===== src/rtl/bus_pkg.sv =====
// Shared types and constants for the bus cycle controller:
// FSM states, chip-select indices, I/O page bases and the wait-count type.
package bus_pkg;

  typedef enum logic [2:0] {
    S_IDLE = 3'd0,
    S_ADDR = 3'd1,
    S_WAIT = 3'd2,
    S_XFER = 3'd3,
    S_HOLD = 3'd4
  } bus_state_e;

  localparam int CS_MEM_LO = 0;
  localparam int CS_MEM_HI = 1;
  localparam int CS_IO_A   = 2;
  localparam int CS_IO_B   = 3;

  localparam logic [11:0] IO_A_BASE = 12'hFF0;
  localparam logic [11:0] IO_B_BASE = 12'h1C0;

  typedef logic [2:0] wait_cnt_t;

  // Debug view of the controller's internal state.
  typedef struct packed {
    bus_state_e  state;
    wait_cnt_t   wait_cnt;
    logic        iom;
    logic [19:0] addr;
  } bus_dbg_t;

endpackage


===== src/rtl/bus_cycle_ctrl_if.sv =====
// CPU-side bus signals of the cycle controller.
// The CPU (master) drives ALE/IOM/RD/WR/ADDRESS; the controller (slave) drives
// CS/LOAD/OE/WE/READY/ERR. RD and WR are active-low strobes; READY low = wait.
interface bus_cycle_ctrl_if;
  logic        ALE;
  logic        IOM;
  logic        RD;
  logic        WR;
  logic [19:0] ADDRESS;
  logic [3:0]  CS;
  logic        LOAD;
  logic        OE;
  logic        WE;
  logic        READY;
  logic        ERR;

  modport master (
    output ALE, IOM, RD, WR, ADDRESS,
    input  CS, LOAD, OE, WE, READY, ERR
  );

  modport slave (
    input  ALE, IOM, RD, WR, ADDRESS,
    output CS, LOAD, OE, WE, READY, ERR
  );
endinterface


===== src/rtl/addr_decode.sv =====
// Combinational region decode of the captured address/IOM into a one-hot
// device select; an I/O address outside both known pages is a miss.
module addr_decode
  import bus_pkg::*;
(
  input  logic        a19,
  input  logic [11:0] io_page,
  input  logic        iom,
  output logic [3:0]  cs,
  output logic        miss
);

  always_comb begin
    cs   = 4'b0000;
    miss = 1'b0;
    if (!iom) begin
      if (a19) cs[CS_MEM_HI] = 1'b1;
      else     cs[CS_MEM_LO] = 1'b1;
    end else if (io_page == IO_A_BASE) begin
      cs[CS_IO_A] = 1'b1;
    end else if (io_page == IO_B_BASE) begin
      cs[CS_IO_B] = 1'b1;
    end else begin
      miss = 1'b1;
    end
  end

endmodule


===== src/rtl/bus_cycle_ctrl.sv =====
// Bus cycle controller: latches the address on ALE, decodes a device select,
// inserts per-region wait states and generates OE/WE/READY/ERR.
module bus_cycle_ctrl
  import bus_pkg::*;
#(
  parameter int WAIT_MEM0 = 0,
  parameter int WAIT_MEM1 = 1,
  parameter int WAIT_IO   = 2
) (
  input  logic                   CLK,
  input  logic                   RESET,
  bus_cycle_ctrl_if.slave        bus,
  output bus_dbg_t               dbg
);

  bus_state_e  state_q, state_d;
  logic [19:0] addr_q, addr_d;
  logic        iom_q, iom_d;
  wait_cnt_t   cnt_q, cnt_d;
  logic        err_q, err_d;
  logic        is_wr_q, is_wr_d;
  logic        proto_q, proto_d;

  logic [3:0]  dec_cs;
  logic        dec_miss;
  wait_cnt_t   region_wait;
  logic        active, both_low, one_low;
  logic [3:0]  cs;
  logic        load, oe, we, ready;

  addr_decode u_addr_decode (
    .a19     (addr_q[19]),
    .io_page (addr_q[15:4]),
    .iom     (iom_q),
    .cs      (dec_cs),
    .miss    (dec_miss)
  );

  assign active   = (state_q != S_IDLE);
  assign both_low = ~bus.RD & ~bus.WR;
  assign one_low  = bus.RD ^ bus.WR;

  always_comb begin
    region_wait = 3'd0;
    if (dec_miss)       region_wait = 3'd0;
    else if (iom_q)     region_wait = wait_cnt_t'(WAIT_IO);
    else if (addr_q[19]) region_wait = wait_cnt_t'(WAIT_MEM1);
    else                region_wait = wait_cnt_t'(WAIT_MEM0);
  end

  always_comb begin
    state_d = state_q;
    addr_d  = addr_q;
    iom_d   = iom_q;
    cnt_d   = cnt_q;
    err_d   = err_q;
    is_wr_d = is_wr_q;
    proto_d = proto_q;
    cs      = active ? dec_cs : 4'b0000;
    load    = 1'b0;
    oe      = 1'b0;
    we      = 1'b0;
    ready   = (state_q != S_WAIT);

    if (active && dec_miss) err_d = 1'b1;

    if (bus.ALE) begin
      // A new ALE always starts a fresh cycle, aborting any cycle in flight.
      addr_d  = bus.ADDRESS;
      iom_d   = bus.IOM;
      load    = 1'b1;
      proto_d = 1'b0;
      state_d = S_ADDR;
    end else if (active && (both_low || proto_q)) begin
      // Both strobes low: freeze here until both are released, then abandon.
      if (both_low) err_d = 1'b1;
      proto_d = 1'b1;
      if (bus.RD && bus.WR) begin
        proto_d = 1'b0;
        state_d = S_IDLE;
      end
    end else begin
      case (state_q)
        S_IDLE: state_d = S_IDLE;
        S_ADDR: begin
          if (one_low) begin
            cnt_d   = region_wait;
            is_wr_d = ~bus.WR;
            state_d = (region_wait != 3'd0) ? S_WAIT : S_XFER;
          end
        end
        S_WAIT: begin
          if (cnt_q != 3'd0) cnt_d = cnt_q - 3'd1;
          if (cnt_q <= 3'd1) state_d = S_XFER;
        end
        S_XFER: begin
          oe      = ~bus.RD & ~dec_miss;
          we      = is_wr_q & ~dec_miss;
          state_d = S_HOLD;
        end
        S_HOLD: begin
          oe = ~bus.RD & ~dec_miss;
          if (bus.RD && bus.WR) state_d = S_IDLE;
        end
        default: state_d = S_IDLE;
      endcase
    end

    // Reset wins over everything, including strobes in flight.
    if (RESET) begin
      cs    = 4'b0000;
      load  = 1'b0;
      oe    = 1'b0;
      we    = 1'b0;
      ready = 1'b1;
    end
  end

  always_ff @(posedge CLK) begin
    if (RESET) begin
      state_q <= S_IDLE;
      addr_q  <= 20'h0;
      iom_q   <= 1'b0;
      cnt_q   <= 3'd0;
      err_q   <= 1'b0;
      is_wr_q <= 1'b0;
      proto_q <= 1'b0;
    end else begin
      state_q <= state_d;
      addr_q  <= addr_d;
      iom_q   <= iom_d;
      cnt_q   <= cnt_d;
      err_q   <= err_d;
      is_wr_q <= is_wr_d;
      proto_q <= proto_d;
    end
  end

  assign bus.CS    = cs;
  assign bus.LOAD  = load;
  assign bus.OE    = oe;
  assign bus.WE    = we;
  assign bus.READY = ready;
  assign bus.ERR   = err_q;

  assign dbg = '{state: state_q, wait_cnt: cnt_q, iom: iom_q, addr: addr_q};

endmodule


===== src/flat_wrapper.sv =====
// flat-port wrapper written by rule: the top's interface ports become plain ports
module bus_cycle_ctrl_flat import bus_pkg::*;
#(
  parameter int WAIT_MEM0 = 0,
  parameter int WAIT_MEM1 = 1,
  parameter int WAIT_IO   = 2
)
  (CLK, RESET, dbg, bus_ALE, bus_IOM, bus_RD, bus_WR, bus_ADDRESS, bus_CS, bus_LOAD, bus_OE, bus_WE, bus_READY, bus_ERR);
  bus_cycle_ctrl_if bus_i ();
  input  logic CLK;
  input  logic RESET;
  output bus_dbg_t dbg;
  input wire logic [$bits(bus_i.ALE)-1:0] bus_ALE;
  input wire logic [$bits(bus_i.IOM)-1:0] bus_IOM;
  input wire logic [$bits(bus_i.RD)-1:0] bus_RD;
  input wire logic [$bits(bus_i.WR)-1:0] bus_WR;
  input wire logic [$bits(bus_i.ADDRESS)-1:0] bus_ADDRESS;
  output wire logic [$bits(bus_i.CS)-1:0] bus_CS;
  output wire logic [$bits(bus_i.LOAD)-1:0] bus_LOAD;
  output wire logic [$bits(bus_i.OE)-1:0] bus_OE;
  output wire logic [$bits(bus_i.WE)-1:0] bus_WE;
  output wire logic [$bits(bus_i.READY)-1:0] bus_READY;
  output wire logic [$bits(bus_i.ERR)-1:0] bus_ERR;
  assign bus_i.ALE = bus_ALE;
  assign bus_i.IOM = bus_IOM;
  assign bus_i.RD = bus_RD;
  assign bus_i.WR = bus_WR;
  assign bus_i.ADDRESS = bus_ADDRESS;
  assign bus_CS = bus_i.CS;
  assign bus_LOAD = bus_i.LOAD;
  assign bus_OE = bus_i.OE;
  assign bus_WE = bus_i.WE;
  assign bus_READY = bus_i.READY;
  assign bus_ERR = bus_i.ERR;
  bus_cycle_ctrl #(.WAIT_MEM0(WAIT_MEM0), .WAIT_MEM1(WAIT_MEM1), .WAIT_IO(WAIT_IO)) u_core (.CLK(CLK), .RESET(RESET), .bus(bus_i), .dbg(dbg));
endmodule

===== config.mk =====
export PLATFORM = sky130hd
export DESIGN_NAME = bus_cycle_ctrl_flat
export DESIGN_NICKNAME = d
export VERILOG_FILES = /design/src/rtl/bus_pkg.sv /design/src/rtl/bus_cycle_ctrl_if.sv /design/src/rtl/addr_decode.sv /design/src/rtl/bus_cycle_ctrl.sv /design/src/flat_wrapper.sv
export SDC_FILE = /design/constraint.sdc
export NUM_CORES = 1
export LEC_CHECK = 0
export BUFFER_PORTS_ARGS = -buffer_cell sky130_fd_sc_hd__buf_2
export CORE_MARGIN = 3
export CORE_UTILIZATION = 50
export CTS_BUF_LIST = sky130_fd_sc_hd__clkbuf_4
export DETAILED_ROUTE_END_ITERATION = 10
export GPL_TIMING_DRIVEN = 0
export PLACE_DENSITY = 0.87
export SETUP_SLACK_MARGIN = 0.05
export SYNTH_ARGS = -nofsm -noshare
export SYNTH_HDL_FRONTEND = slang
export SYNTH_SLANG_ARGS = --single-unit

===== constraint.sdc =====
create_clock -name CLK -period 3.6 [get_ports CLK]
set_clock_uncertainty 0.2 [all_clocks]
set_input_delay 0.18 -clock CLK [delete_from_list [all_inputs] [get_ports CLK]]
set_output_delay 0.18 -clock CLK [all_outputs]
set_load 0.01 [all_outputs]

After elaboration in Yosys (flattened, before gate mapping)
Index checks and enable logic that the tools add are counted.
{ "op_classes": {"n_lt_le_gt_ge": 1, "eq_ne": 13, "addsub": 1, "bitwise_logic": 9, "mux": 41, "reduce_logical": 14} }
{ "ops": {"columns": ["operator", "n"], "rows": [
  ["two-way mux 1 bit", 27],
  ["two-way mux 3 bit", 8],
  ["== test 12 bit, second input constant", 1],
  ["== test 12 x 9 -> 1 bit, second input constant", 1],
  ["one-hot mux 3 bit (4 select lines)", 1],
  ["nonzero test 3 bit", 3],
  ["two-way mux 4 bit", 2],
  ["inequality test 4 x 2 -> 1 bit, second input constant", 2],
  ["== test 3 x 2 -> 1 bit, second input constant", 2],
  ["inequality test 3 x 1 -> 1 bit, second input constant", 2],
  ["one-hot mux 3 bit (2 select lines)", 1],
  ["inverter 1 bit", 5],
  ["AND reduction 5 bit", 1],
  ["two-way mux 2 bit", 2],
  ["inequality test 2 x 1 -> 1 bit, second input constant", 2],
  ["AND reduction 2 bit", 2],
  ["AND reduction 4 bit", 1],
  ["OR reduction 2 bit", 2],
  ["bitwise AND 1 bit", 3],
  ["== test 3 x 1 -> 1 bit, second input constant", 1],
  ["== test 3 bit, second input constant", 1],
  ["<= comparator 3 x 1 -> 1 bit, second input constant", 1],
  ["logical AND 1 bit", 3],
  ["inequality test 3 x 2 -> 1 bit, second input constant", 1],
  ["4 further kinds", 4]
]} }
{ "totals": {"wordCells": 87, "regBits": 30, "inputBits": 26, "output_inout_bits": 36} }

Logic depth before layout (Yosys ltp)
{ "depth": {"depth_word": 11, "ltp_mapped": 7} }

Hierarchy
Synthesis repeated with hierarchy kept, for this count alone.
{ "unflattened": {"hier_cells": 173, "area_unflattened_um2": 1580.3} }
{ "modules_own_cells": {"columns": ["mod", "n_inst", "seq_area_each_um2", "area_each_um2", "cells_each"], "rows": [
  ["bus_cycle_ctrl", 1, 600.6, 1496.4, 160],
  ["addr_decode", 1, 0.0, 83.8, 13]
]} }

Worst setup path before layout
No wires, ideal clock.
{ "synth_path": {"path_kind": "reg2out", "startpoint": "reg u_core.addr_q[9]", "endpoint": "out bus_WE", "setup_slack_ps": 1626, "t_required_ps": 3220, "arrival_time_ps": 1594, "path_stages_with_launch": 6, "cell_sequence": "dfxtp_1 or4_4 nor2_4 o21ai_2 a221oi_2 and4_1"} }
{ "synth_between": {"elab_chain_cells": 10, "word_cells_on_any_way": 11, "cone_classes": "eq/ne (2); mux (7); bitwise (2)"} }
{ "synth_lines": {"columns": ["item", "line", "source"], "rows": [
  ["start: declaration", "bus_cycle_ctrl.sv:17", "logic [19:0] addr_q, addr_d;"],
  ["start signal: assignment", "bus_cycle_ctrl.sv:130", "addr_q <= addr_d;"],
  ["== test 12 x 9 -> 1 bit", "addr_decode.sv:21", "end else if (io_page == IO_B_BASE) begin"],
  ["two-way mux 1 bit", "addr_decode.sv:21", null],
  ["two-way mux 1 bit *", "addr_decode.sv:19", "end else if (io_page == IO_A_BASE) begin"],
  ["two-way mux 1 bit *", "addr_decode.sv:16", "if (!iom) begin"],
  ["inverter 1 bit *", "bus_cycle_ctrl.sv:98", "we = is_wr_q & ~dec_miss;"],
  ["bitwise AND 1 bit *", "bus_cycle_ctrl.sv:98", null],
  ["two-way mux 1 bit *", "bus_cycle_ctrl.sv:83", "case (state_q)"],
  ["two-way mux 1 bit *", "bus_cycle_ctrl.sv:74", "end else if (active && (both_low || proto_q)) begin"],
  ["two-way mux 1 bit *", "bus_cycle_ctrl.sv:67", "if (bus.ALE) begin"],
  ["two-way mux 1 bit *", "bus_cycle_ctrl.sv:110", "if (RESET) begin"],
  ["end: declaration", "flat_wrapper.sv:21", "output wire logic [$bits(bus_i.WE)-1:0] bus_WE;"]
]} }
Every way passes the cells marked *; elsewhere a longest branch is shown, timed or not.

Worst setup path after layout
{ "layout_path": {"startpoint": "reg u_core.addr_q[9]", "endpoint": "out bus_OE"} }
{ "layout_between": {"elab_chain_cells": 10, "word_cells_on_any_way": 11, "cone_classes": "eq/ne (2); mux (7); bitwise (2)"} }
{ "layout_lines": {"columns": ["item", "line", "source"], "rows": [
  ["== test 12 x 9 -> 1 bit", "addr_decode.sv:21", null],
  ["two-way mux 1 bit", "addr_decode.sv:21", null],
  ["two-way mux 1 bit *", "addr_decode.sv:19", null],
  ["two-way mux 1 bit *", "addr_decode.sv:16", null],
  ["inverter 1 bit *", "bus_cycle_ctrl.sv:97, bus_cycle_ctrl.sv:102", null],
  ["bitwise AND 1 bit *", "bus_cycle_ctrl.sv:97, bus_cycle_ctrl.sv:102", null],
  ["two-way mux 1 bit *", null, null],
  ["two-way mux 1 bit *", "bus_cycle_ctrl.sv:74", null],
  ["two-way mux 1 bit *", "bus_cycle_ctrl.sv:67", null],
  ["two-way mux 1 bit *", "bus_cycle_ctrl.sv:110", null],
  ["end: declaration", "flat_wrapper.sv:20", "output wire logic [$bits(bus_i.OE)-1:0] bus_OE;"]
]} }
Marks and branches as above.

==> metrics.sh <==
RUN_STATUS='finished clean'
SETUP_VIOL_COUNT_FINAL=0
INSERTED_DIODES=0
POWER.DENSITY_CELL_AREA_nW_PER_UM2=347.3
VIA_PER_INST=5.633
YOSYS.AREA.TOP_TYPE='sky130_fd_sc_hd__dfxtp_1'
ACHIEVABLE-FREQUENCY_GHz=0.3959
CP_SLOWEST_CELL='sky130_fd_sc_hd__or4_4'
WORST-R2R-SETUP-SLACK_NS=1.58
SYNTHTOLAYOUTAREAGROWTH_PCT=39.87
CTS-HTREE-LEVELS=2
YS_DOMINANT_REG_CELL='sky130_fd_sc_hd__dfxtp_1'
DRTITER0DRC=57
SETUP_SLACK_NS=1.074
PATH_MAX_FANOUT=4
SYNTH_WARN=0
P_LEAK_nW=1.037
CP.ARRIVAL_NS=2.15
POST_SYNTHESIS_ASYNC_SET_OR_RESET_FLOP_SHARE_PCT=0
SETUP.WORST_PATH.CLASS='register to primary output'
DIE_W_MICRONS=61.23
TOTALWIRELENGTH_MM=4.540
WORST_SETUP_PATH_END_KIND='primary output'
SETUP_TNS_NS=0
LAYOUT.FILLER_CELLS=172
NETLIST_TOP_CELLS_COUNT='32 x sky130_fd_sc_hd__nor2_1, 30 x sky130_fd_sc_hd__dfxtp_1, 21 x sky130_fd_sc_hd__mux2i_1'
DRTPASS1ITERATIONS=4
POST_CTS.REPAIR.SETUP_BUFFERS=0
GRT_FIRST_PASS_WIRELENGTH_MM=7.286
INITIAL_CORE_UTILIZATION_PCT=53.91
DRC=0
NETS=288
SEQUENTIAL_AREA_SHARE_AFTER_SYNTHESIS_PCT=39.38
SYNTHESIS.INSTANCES=169
CORE_REGION_AREA_SQ_UM=2829
CLOCKPOWERSHARE_PCT=27.4
VIAS=1628
SLEW_HEADROOM_PCT=66.14
POST_SYNTH_MAIN_AREA_CONTRIBUTORS='sky130_fd_sc_hd__dfxtp_1 39%, sky130_fd_sc_hd__mux2i_1 14%, sky130_fd_sc_hd__nor2_1 7.9%'
MAX_CAP_VIOL=0
CRIT_REQUIRED_NS=3.22
POST_LAYOUT_NONFILLER_INSTANCES=289
CTS_BUFFER_DEPTH=2
CP_SLOWEST_STAGE_DELAY_NS=0.56
SEQ_POWER_SHARE_PCT=49.9
SYNTH_EDF_COUNT=0
WORST_PIN_SLEW_NS=0.5080
CTS_NUM_SINKS=30
MIN-DELAY-PATH-CLASS='input port to register'
CTS.CLK_SLEW.WORST_PATHS_NS=0.09
HOLD_VIOL_FINAL=0
FIN_HOLD_WS_NS=0.05041
SYNTH_TOP_AREA_SHARE_PCT=39.38
FINAL_MAX_SLEW_VIOL_COUNT=0
CTS.ROOT.BUFFER_CELL='sky130_fd_sc_hd__clkbuf_4'
ROWS=19
NUMCTSBUFFERS=5
SYNTHESIS.AREA_SQ_UM=1525
FIN_CRIT_SH_PCT=70.17
GLOBAL_ROUTE_USAGE_OVER_ALL_LAYERS_PCT=26.42
TOTAL_SWITCHING_POWER_uW=225.8
SYNTH.DISTINCT_CELLS=44
PRE_CTS_SLACK_NS=1.479
GRT_PASS1_VIAS=1590
POST-DP-HPWL_MM=2.679
INTERNAL_POWER_uW=515.1
SWITCHING_SHARE_PCT=30.48
SYNTH-SEQ-CELLS=30
GLOBALROUTE.TOTALOVERFLOW=0
CP_CELL_SEQUENCE='or4_4, nor2_4, o21ai_2, a221oi_2, nor3b_2, buf_2'
MAXIMUM_NUMBER_OF_PINS_ON_ONE_NET_BEFORE_GLOBAL_ROUTE_REPAIR=11
WORST_SETUP_PATH_START_KIND='register'
RSZ0062_AT_GRT='no'
DIE_AREA_SQ_UM=3749
ROUTEDWLPERCELL_MICRONS=15.71
PLACE.DETAILED.INSTANCES=259
UTILIZATION_PCT=75.41
NUMPORTBUFFERS=59
SYNTH_MOST_COMMON_CELL='sky130_fd_sc_hd__nor2_1'
CLKLATENCYLATEPIN_NS=0.34
VDD_DROP_MAX_mV=0.3174
COMBINATIONALPOWERSHARE_PCT=22.7
FINAL_ANTENNA_NET_COUNT=0
POSTSYNTHAREAPERCELL_SQ_UM=9.025
POST-ROUTE-MIN-PERIOD_NS=2.526
TRITONCTS='built'
IO_PINS=62
DRIVE_ABOVE_1_SHARE_PCT=32.17
SYNTH_FP_NETS=200
DIE_H_MICRONS=61.23
NUMBER_OF_ANTENNA_VIOLATIONS_AT_THE_FIRST_CHECK_IN_GLOBAL_ROUTING=0
GP_CONGESTION=0.8411
-- kinds of logic (layout without fill, tap and decap cells) --
kind of cell,count (synthesis),in the layout,share of synthesized area [%]
adders and majority gates,5,5,4.102
muxes,22,22,14.52
xor gates and xnor gates,1,1,0.5743
buffers and inverters,18,107,5.332
AOI/OAI and AO/OA,20,20,9.188
DFF,30,30,39.38
and+or+nand+nor,73,73,26.91
-- metrics by stage --
step | power (mW) | area, sq um
after floorplan | 0.4676 | 1525
after global placement | 0.5159 | 1859
after detailed placement | 0.5187 | 1859
after CTS | 0.7335 | 2133
after global routing | 0.7705 | 2133
final | 0.7409 | 2133
-- power groups by stage --
stage          combinational [mW]  clock, mW  sequential [mW]
2_1_floorplan              0.0862          0            0.381
3_3_place_gp                0.141          0            0.375
3_5_place_dp                0.143          0            0.375
4_1_cts                     0.162      0.203            0.368
5_1_grt                     0.184      0.215            0.372
6_report                    0.168      0.203            0.370
-- registers in the layout (all words and copies together), names as in the netlist --
register / cells
u_core.is_wr_q: 1
u_core.proto_q: 1
u_core.state_q: 3
u_core.iom_q: 1
u_core.cnt_q: 3
u_core.bus.ERR: 1
u_core.addr_q: 20
-- repair_timing --
action / 4_1_cts / 5_1_grt
hold buffers: 22 / 0
gates resized for setup: 0 / 0
endpoints found under the hold margin: 22 / 0
-- cell type report --
| type | count | area [sq um] | share of cell area, % |
|---|---|---|---|
| sequential | 30 | 600.6 | 28.15 |
| multi-input combinational | 121 | 843.3 | 39.53 |
| inverter | 6 | 22.52 | 1.056 |
| clock buffer | 6 | 45.04 | 2.111 |
| clock inverter | 2 | 8.758 | 0.4106 |
| buffer | 12 | 58.81 | 2.757 |
| timing repair buffer | 81 | 515.5 | 24.16 |
| tap | 31 | 38.79 | 1.818 |
-- cell usage in the layout (no fill, tap or decap), drive strengths merged, types with 4 or more instances in the layout --
cell / synthesis / layout
nor3: 9 / 9
buf: 7 / 66
nor2: 33 / 33
mux2i: 21 / 21
nand2: 4 / 4
clkbuf: 5 / 11
dlygate4sd3: 0 / 22
o21ai: 4 / 4
a21oi: 6 / 6
ha: 5 / 5
inv: 6 / 6
dfxtp: 30 / 30
-- layer usage --
layer	global-route usage [%]	up-vias	routed length (microns)
li1	-	775	-
met1	31.92	755	1860
met2	44.26	83	2206
met3	7.128	15	365
met4	10.84	0	107
met5	0	-	0
-- worst paths after layout --
kind / from / to / cells after the start
hold reg to reg: u_core.addr_q[2] / u_core.addr_q[2] / 2
setup reg to reg: u_core.state_q[2] / u_core.cnt_q[1] / 5
hold / removal: bus_ALE / u_core.addr_q[0] / 3
setup / recovery: u_core.addr_q[9] / bus_OE / 6
-- worst max-delay path: cells and delay by family (launching register included) --
family,cells,cell delay (ns)
buffers and inverters,1,0.16
AO/OA/AOI/OAI,2,0.42
flip-flops,1,0.35
AND/OR/NAND/NOR,3,0.89
Note: power is estimated with default switching activity, not from simulation.
